`src/rtl/brg_vvadd_xcel_fetch_ctrl.sv`:
```
// Vector-vector add fetch controller: issues A/B loads, reorders
// responses in an 8-slot buffer, emits sums in order, then signals.
module brg_vvadd_xcel_fetch_ctrl #(
  parameter int data_width_p = 32,
  parameter int addr_width_p = 32,
  parameter int max_out_credits_p = 8,
  parameter int len_width_p = 16,
  localparam int credit_counter_width_lp = $clog2(max_out_credits_p+1)
) (
  input  logic                               clk_i,
  input  logic                               reset_n_i,
  input  logic                               start_i,
  input  logic [addr_width_p-1:0]            a_addr_i,
  input  logic [addr_width_p-1:0]            b_addr_i,
  input  logic [len_width_p-1:0]             len_i,
  input  logic [addr_width_p-1:0]            signal_addr_i,
  output logic                               busy_o,
  output logic                               done_o,
  output logic                               tx_v_o,
  output logic                               tx_fetching_o,
  output logic [addr_width_p-1:0]            tx_addr_o,
  output logic [addr_width_p-1:0]            tx_signal_addr_o,
  output logic [4:0]                         tx_reg_id_o,
  input  logic                               tx_ready_i,
  input  logic [credit_counter_width_lp-1:0] tx_credits_i,
  input  logic                               tx_returned_v_i,
  input  logic [data_width_p-1:0]            tx_returned_data_i,
  input  logic [4:0]                         tx_returned_reg_id_i,
  output logic                               res_v_o,
  output logic [data_width_p-1:0]            res_data_o,
  output logic [len_width_p-1:0]             res_idx_o,
  input  logic                               res_ready_i
);

  typedef enum logic [2:0] {
    IDLE, FETCH, DRAIN, SIGNAL, WAIT_SIG, DONE
  } state_e;

  localparam logic [len_width_p-1:0] one_lp = len_width_p'(1);
  localparam logic [4:0] sig_tag_lp = 5'b01111;

  state_e state_r;

  logic [addr_width_p-1:0] a_base_r;
  logic [addr_width_p-1:0] b_base_r;
  logic [addr_width_p-1:0] sig_addr_r;
  logic [len_width_p-1:0]  len_r;
  logic [len_width_p-1:0]  iss_idx_r;
  logic [len_width_p-1:0]  head_r;
  logic                    iss_b_r;

  logic [7:0]              alloc_r;
  logic [7:0]              av_r;
  logic [7:0]              bv_r;
  logic [data_width_p-1:0] ad_r [8];
  logic [data_width_p-1:0] bd_r [8];

  logic [2:0] iss_slot;
  logic [2:0] head_slot;
  logic [2:0] rsp_slot;
  logic       rsp_op;
  logic       rsp_ld;
  logic       rsp_ok;
  logic       tx_fire;
  logic       pop;
  logic       credit_ok;
  logic       last_iss;

  assign iss_slot  = iss_idx_r[2:0];
  assign head_slot = head_r[2:0];
  assign rsp_slot  = tx_returned_reg_id_i[2:0];
  assign rsp_op    = tx_returned_reg_id_i[4];
  assign rsp_ld    = tx_returned_v_i
                   & ~tx_returned_reg_id_i[3];
  assign rsp_ok    = alloc_r[rsp_slot]
                   & ~(rsp_op ? bv_r[rsp_slot]
                              : av_r[rsp_slot]);
  assign tx_fire   = tx_v_o & tx_ready_i;
  assign credit_ok = tx_credits_i != '0;
  assign last_iss  = iss_idx_r == (len_r - one_lp);

  assign busy_o     = state_r != IDLE;
  assign done_o     = state_r == DONE;
  assign res_v_o    = alloc_r[head_slot]
                    & av_r[head_slot]
                    & bv_r[head_slot];
  assign res_data_o = ad_r[head_slot] + bd_r[head_slot];
  assign res_idx_o  = head_r;
  assign pop        = res_v_o & res_ready_i;

  always_ff @(posedge clk_i or negedge reset_n_i) begin
    if (!reset_n_i) begin
      state_r          <= IDLE;
      a_base_r         <= '0;
      b_base_r         <= '0;
      sig_addr_r       <= '0;
      len_r            <= '0;
      iss_idx_r        <= '0;
      head_r           <= '0;
      iss_b_r          <= 1'b0;
      alloc_r          <= '0;
      av_r             <= '0;
      bv_r             <= '0;
      tx_v_o           <= 1'b0;
      tx_fetching_o    <= 1'b1;
      tx_addr_o        <= '0;
      tx_signal_addr_o <= '0;
      tx_reg_id_o      <= '0;
      for (int i = 0; i < 8; i++) begin
        ad_r[i] <= '0;
        bd_r[i] <= '0;
      end
    end else begin
      if (rsp_ld && rsp_ok) begin
        if (rsp_op) begin
          bv_r[rsp_slot] <= 1'b1;
          bd_r[rsp_slot] <= tx_returned_data_i;
        end else begin
          av_r[rsp_slot] <= 1'b1;
          ad_r[rsp_slot] <= tx_returned_data_i;
        end
      end
      // Pop and response never share a slot, so both may land.
      if (pop) begin
        alloc_r[head_slot] <= 1'b0;
        av_r[head_slot]    <= 1'b0;
        bv_r[head_slot]    <= 1'b0;
        head_r             <= head_r + one_lp;
      end
      if (tx_fire) begin
        tx_v_o        <= 1'b0;
        tx_fetching_o <= 1'b1;
      end
      unique case (state_r)
        IDLE: if (start_i) begin
          a_base_r   <= a_addr_i;
          b_base_r   <= b_addr_i;
          sig_addr_r <= signal_addr_i;
          len_r      <= len_i;
          iss_idx_r  <= '0;
          iss_b_r    <= 1'b0;
          head_r     <= '0;
          state_r    <= (len_i == '0) ? SIGNAL : FETCH;
        end
        FETCH: begin
          if (tx_fire) begin
            if (!iss_b_r) begin
              alloc_r[iss_slot] <= 1'b1;
              iss_b_r           <= 1'b1;
            end else begin
              iss_b_r   <= 1'b0;
              iss_idx_r <= iss_idx_r + one_lp;
              if (last_iss) state_r <= DRAIN;
            end
          end else if (!tx_v_o && credit_ok
                       && (iss_b_r || !alloc_r[iss_slot])) begin
            tx_v_o        <= 1'b1;
            tx_fetching_o <= 1'b1;
            tx_addr_o     <= (iss_b_r ? b_base_r : a_base_r)
                           + addr_width_p'(iss_idx_r);
            tx_reg_id_o   <= {iss_b_r, 1'b0, iss_slot};
          end
        end
        DRAIN: if (head_r == len_r) state_r <= SIGNAL;
        SIGNAL: begin
          if (tx_fire) begin
            state_r <= WAIT_SIG;
          end else if (!tx_v_o && credit_ok) begin
            tx_v_o           <= 1'b1;
            tx_fetching_o    <= 1'b0;
            tx_signal_addr_o <= sig_addr_r;
            tx_reg_id_o      <= sig_tag_lp;
          end
        end
        WAIT_SIG:
          if (tx_returned_v_i
              && tx_returned_reg_id_i == sig_tag_lp)
            state_r <= DONE;
        DONE: state_r <= IDLE;
        default: state_r <= IDLE;
      endcase
    end
  end

`ifndef SYNTHESIS
  always @(posedge clk_i) begin
    if (reset_n_i && rsp_ld && !rsp_ok)
      $warning("vvadd fetch: dropped response tag %b",
               tx_returned_reg_id_i);
  end
`endif

endmodule

```
`config.mk`:
```
export PLATFORM = sky130hd
export DESIGN_NAME = brg_vvadd_xcel_fetch_ctrl
export DESIGN_NICKNAME = d
export VERILOG_FILES = /design/src/rtl/brg_vvadd_xcel_fetch_ctrl.sv
export SDC_FILE = /design/constraint.sdc
export NUM_CORES = 1
export LEC_CHECK = 0
export CELL_PAD_IN_SITES_DETAIL_PLACEMENT = 1
export CELL_PAD_IN_SITES_GLOBAL_PLACEMENT = 2
export CORE_UTILIZATION = 30
export DETAILED_ROUTE_END_ITERATION = 7
export PLACE_DENSITY_LB_ADDON = 0.25
export SLEW_MARGIN = 20
export SYNTH_ARGS = -nofsm -noshare
export SYNTH_HDL_FRONTEND = slang
export SYNTH_SLANG_ARGS = --single-unit
```
`constraint.sdc`:
```
create_clock -name clk_i -period 8.64 [get_ports clk_i]
set_input_delay 2.16 -clock clk_i [delete_from_list [all_inputs] [get_ports clk_i]]
set_output_delay 2.16 -clock clk_i [all_outputs]
set_load 0.005 [all_outputs]
```
==> results.sh <==
export IMPL_outcome="complete, no violations"
export IMPL_power_density_mw_per_mm2=287
export IMPL_synthToLayoutAreaGrowth_pct=21.0
export IMPL_drive_gt1_frac=0.268
export IMPL_fin_ws_ns=0.309
export IMPL_num_io_pins=281
export IMPL_grt_pass1_wl_um=184000
export IMPL_cp_top_family="compound AO/OA/AOI/OAI gates"
export IMPL_max_slew_margin_rel=0.289
export IMPL_vias=25042
export IMPL_routed_wl_um=120000
export IMPL_post_route_min_period_ns=8.33
export IMPL_grt_setup_unrepaired="false"
export IMPL_clk_latency_ns=0.67
export IMPL_maxCapViolations=0
export IMPL_die_height_um=352
export IMPL_yosysSeqAreaShare=0.514
export IMPL_hold_violations=0
export IMPL_synth_nets=3137
export IMPL_vdd_drop_max_v=0.000144
export IMPL_cts_buffer_depth=3
export IMPL_tritoncts="done"
export IMPL_required_ns=6.48
export IMPL_post_drt_wl_per_cell_um=24.8
export IMPL_r2r_slack_ns=4.35
export IMPL_fin_tns_setup_ns=0
export IMPL_worst_pin_slew_ns=1.07
export IMPL_synthCells=2926
export IMPL_die_w_um=352
export IMPL_h_tree_depth=3
export IMPL_cts_sinks=755
export IMPL_slew_viol_final=0
export IMPL_cpPeakStageDelay_ns=0.70
export IMPL_multi_input_comb_area_mm2=0.0169
export IMPL_dr_pass1_iters=5
export IMPL_ant_nets=0
export IMPL_initial_core_util=0.302
export IMPL_holdBufCountCts=0
export IMPL_drt_iter0_drc=1218
export IMPL_coreArea_mm2=0.122
export IMPL_seqCellArea_mm2=0.0189
export IMPL_grt_ovfl_total=0
export IMPL_cp_end_kind="output pin"
export IMPL_grt_max_degree=188
export IMPL_worstSetupPathType="reg2out"
export IMPL_drc=0
export IMPL_synth_cell_types=85
export IMPL_fin_worst_skew_ns=0.0192
export IMPL_gp_congestion=0.775
export IMPL_numCtsBuffers=92
export IMPL_worstHoldPathType="reg2reg"
export IMPL_die_area_mm2=0.124
export IMPL_crit_chain="buf_4 > nor2b_2 > a221oi_1 > a21oi_1 > a221o_1 > ha_1 > and2_1 > a311o_1 > o32ai_1 > buf_4 > a21oi_1 > a31oi_1 > nor3_1 > a311o_1 > clkdlybuf4s50_1"
export IMPL_ys_seq_elements=755
export IMPL_port_buffers=280
export IMPL_max_freq_ghz=0.120
export IMPL_avgSynthCellArea_um2=12.6
export IMPL_synth_top_cell_area_share=0.513
export IMPL_synthTopCellsByArea="dfrtp_1, mux2_2, mux2_1"
export IMPL_async_reset_ff_frac=1.00
export IMPL_crit_buf_inv=3
export IMPL_grt_usage=0.194
export IMPL_setup_viol=0
export IMPL_place_ws_ns=0.573
export IMPL_num_rows=128
export IMPL_slowest_stage="nor2b_2"
export IMPL_cts_clk_slew_worst_paths_ns=0.06
export IMPL_synth_edff_count=0
export IMPL_critical_path_arrival_ns=6.17
export IMPL_cts_root_buffer="clkbuf_16"
export IMPL_leakagePower_uw=0.0206
export IMPL_netlist_area_mm2=0.0368
export IMPL_grt_pass1_vias=27754
export IMPL_nets=3346
export IMPL_yosys_warnings=0
export IMPL_yosys_area_top_type="dfrtp_1"
export IMPL_startpoint_type="register"
export IMPL_period_share=0.964
export IMPL_nFillCells=12830
export IMPL_antenna_found_initial=7
export IMPL_place_hpwl_um=76400
export IMPL_synth_main_ff_cell="dfrtp_1"
export IMPL_crit_fanout=24
export IMPL_via_per_inst=5.17
==> cells in the final DEF, fill, tap and decap left out, types with 23 or more instances in the layout <==
master / n
xnor2_1: 63
inv_1: 43
buf_4: 38
clkdlybuf4s50_1: 279
dfrtp_1: 750
mux2i_1: 117
nand2_1: 116
o21ai_0: 70
clkbuf_16: 95
nor3_1: 23
ha_1: 50
a21oi_1: 115
mux2_2: 582
nand3_1: 35
clkbuf_8: 23
mux2_1: 132
a221oi_1: 43
xor2_1: 56
a22oi_1: 32
nor2_1: 110
mux4_2: 24
==> worst min-delay path, cell delays in order, from the launching register on <==
cell	delay, ns
dfrtp_1	0.34
nand2_1	0.05
o21ai_0	0.06
==> path summary, 6_finish.rpt <==
path / cells after the start / startpoint / end
setup / recovery: 15 / res_idx_o[1] / res_data_o[29]
hold / removal: 2 / tx_addr_o[12] / tx_addr_o[12]
setup reg to reg: 12 / iss_b_r / tx_addr_o[17]
hold reg to reg: 2 / tx_addr_o[12] / tx_addr_o[12]
max in group asynchronous: 3 / reset_n_i / tx_signal_addr_o[9]
min in group asynchronous: 1 / reset_n_i / bd_r[137]
==> cells in the mapped netlist (all sizes together) (10+ instances only) <==
cell    count
mux2      714
a21oi     117
nand3      38
o21a       10
nand2     125
a211oi     16
nor3       29
nor2b      16
or3        10
xnor2      63
mux2i     117
a21boi     12
a221oi     43
a22oi      32
clkbuf    124
nor4       17
inv        43
mux4       24
xor2       56
ha         50
and3       16
o22ai      21
a221o      22
a21o       21
o21ai      73
nor2      113
buf        93
dfrtp     754
nand4      19
==> registers in the layout, summed over array words and instances, names as in the netlist, 5 cells and up <==
name	flops
b_base_r	32
a_base_r	32
alloc_r	8
bd_r	256
sig_addr_r	32
res_idx_o	16
iss_idx_r	16
tx_reg_id_o	5
av_r	8
len_r	16
tx_signal_addr_o	32
tx_addr_o	32
ad_r	256
bv_r	8
==> cells by family (layout without fill, tap and decap cells) <==
family / count (synthesis) / in the layout / share of synthesized area
other cells: 0 / 3 / 0
flops: 755 / 755 / 0.514
compound gates: 450 / 450 / 0.0843
xor+xnor: 119 / 119 / 0.0283
fa+ha+maj: 52 / 52 / 0.0181
simple gates: 435 / 436 / 0.0595
mux: 855 / 855 / 0.265
buf+inv: 260 / 545 / 0.0311
==> report_power, final <==
group          total, µW  switching (µW)  internal (µW)
clock               4000            1580           2420
combinational       4240            2340           1900
sequential          4520             438           4080
==> per-layer routing <==
layer	vias to the layer above	track usage	part of all wire
li1	11100	-	-
met1	13320	0.257	0.45
met2	442	0.322	0.48
met3	176	0.0381	0.043
met4	4	0.0531	0.025
met5	-	0	0.00015
==> stage by stage <==
step | util | instance area, µm² | total power, µW | std cells | hold slack [ns]
CTS | 0.365 | 44400 | 12900 | 4835 | 0.489
global route | 0.366 | 44500 | 13400 | 4840 | 0.492
finish | 0.366 | 44500 | 12800 | 4840 | 0.483
floorplan | - | 36800 | 6850 | 2926 | 0.453
global placement | 0.339 | 41200 | 8720 | 4662 | 0.467
detailed placement | 0.339 | 41200 | 8830 | 4662 | 0.475
==> layout make-up <==
class	count	share of cell area
timing repair buffer	331	0.0755
sequential	755	0.425
inverter	43	0.00363
tap	1625	0.0457
antenna	3	0.000169
clock inverter	31	0.00830
multi-input combinational	1912	0.379
clock buffer	140	0.0624
==> repair_timing <==
| item | 4_1_cts | 5_1_grt |
|---|---|---|
| setup buffers | 1 | 0 |
| resized for setup | 1 | 1 |
| pin swaps | 1 | 0 |
| endpoints found under the setup margin | 3 | 1 |
| cloned | 1 | 0 |
No activity file was read; power rests on OpenSTA's default activity.
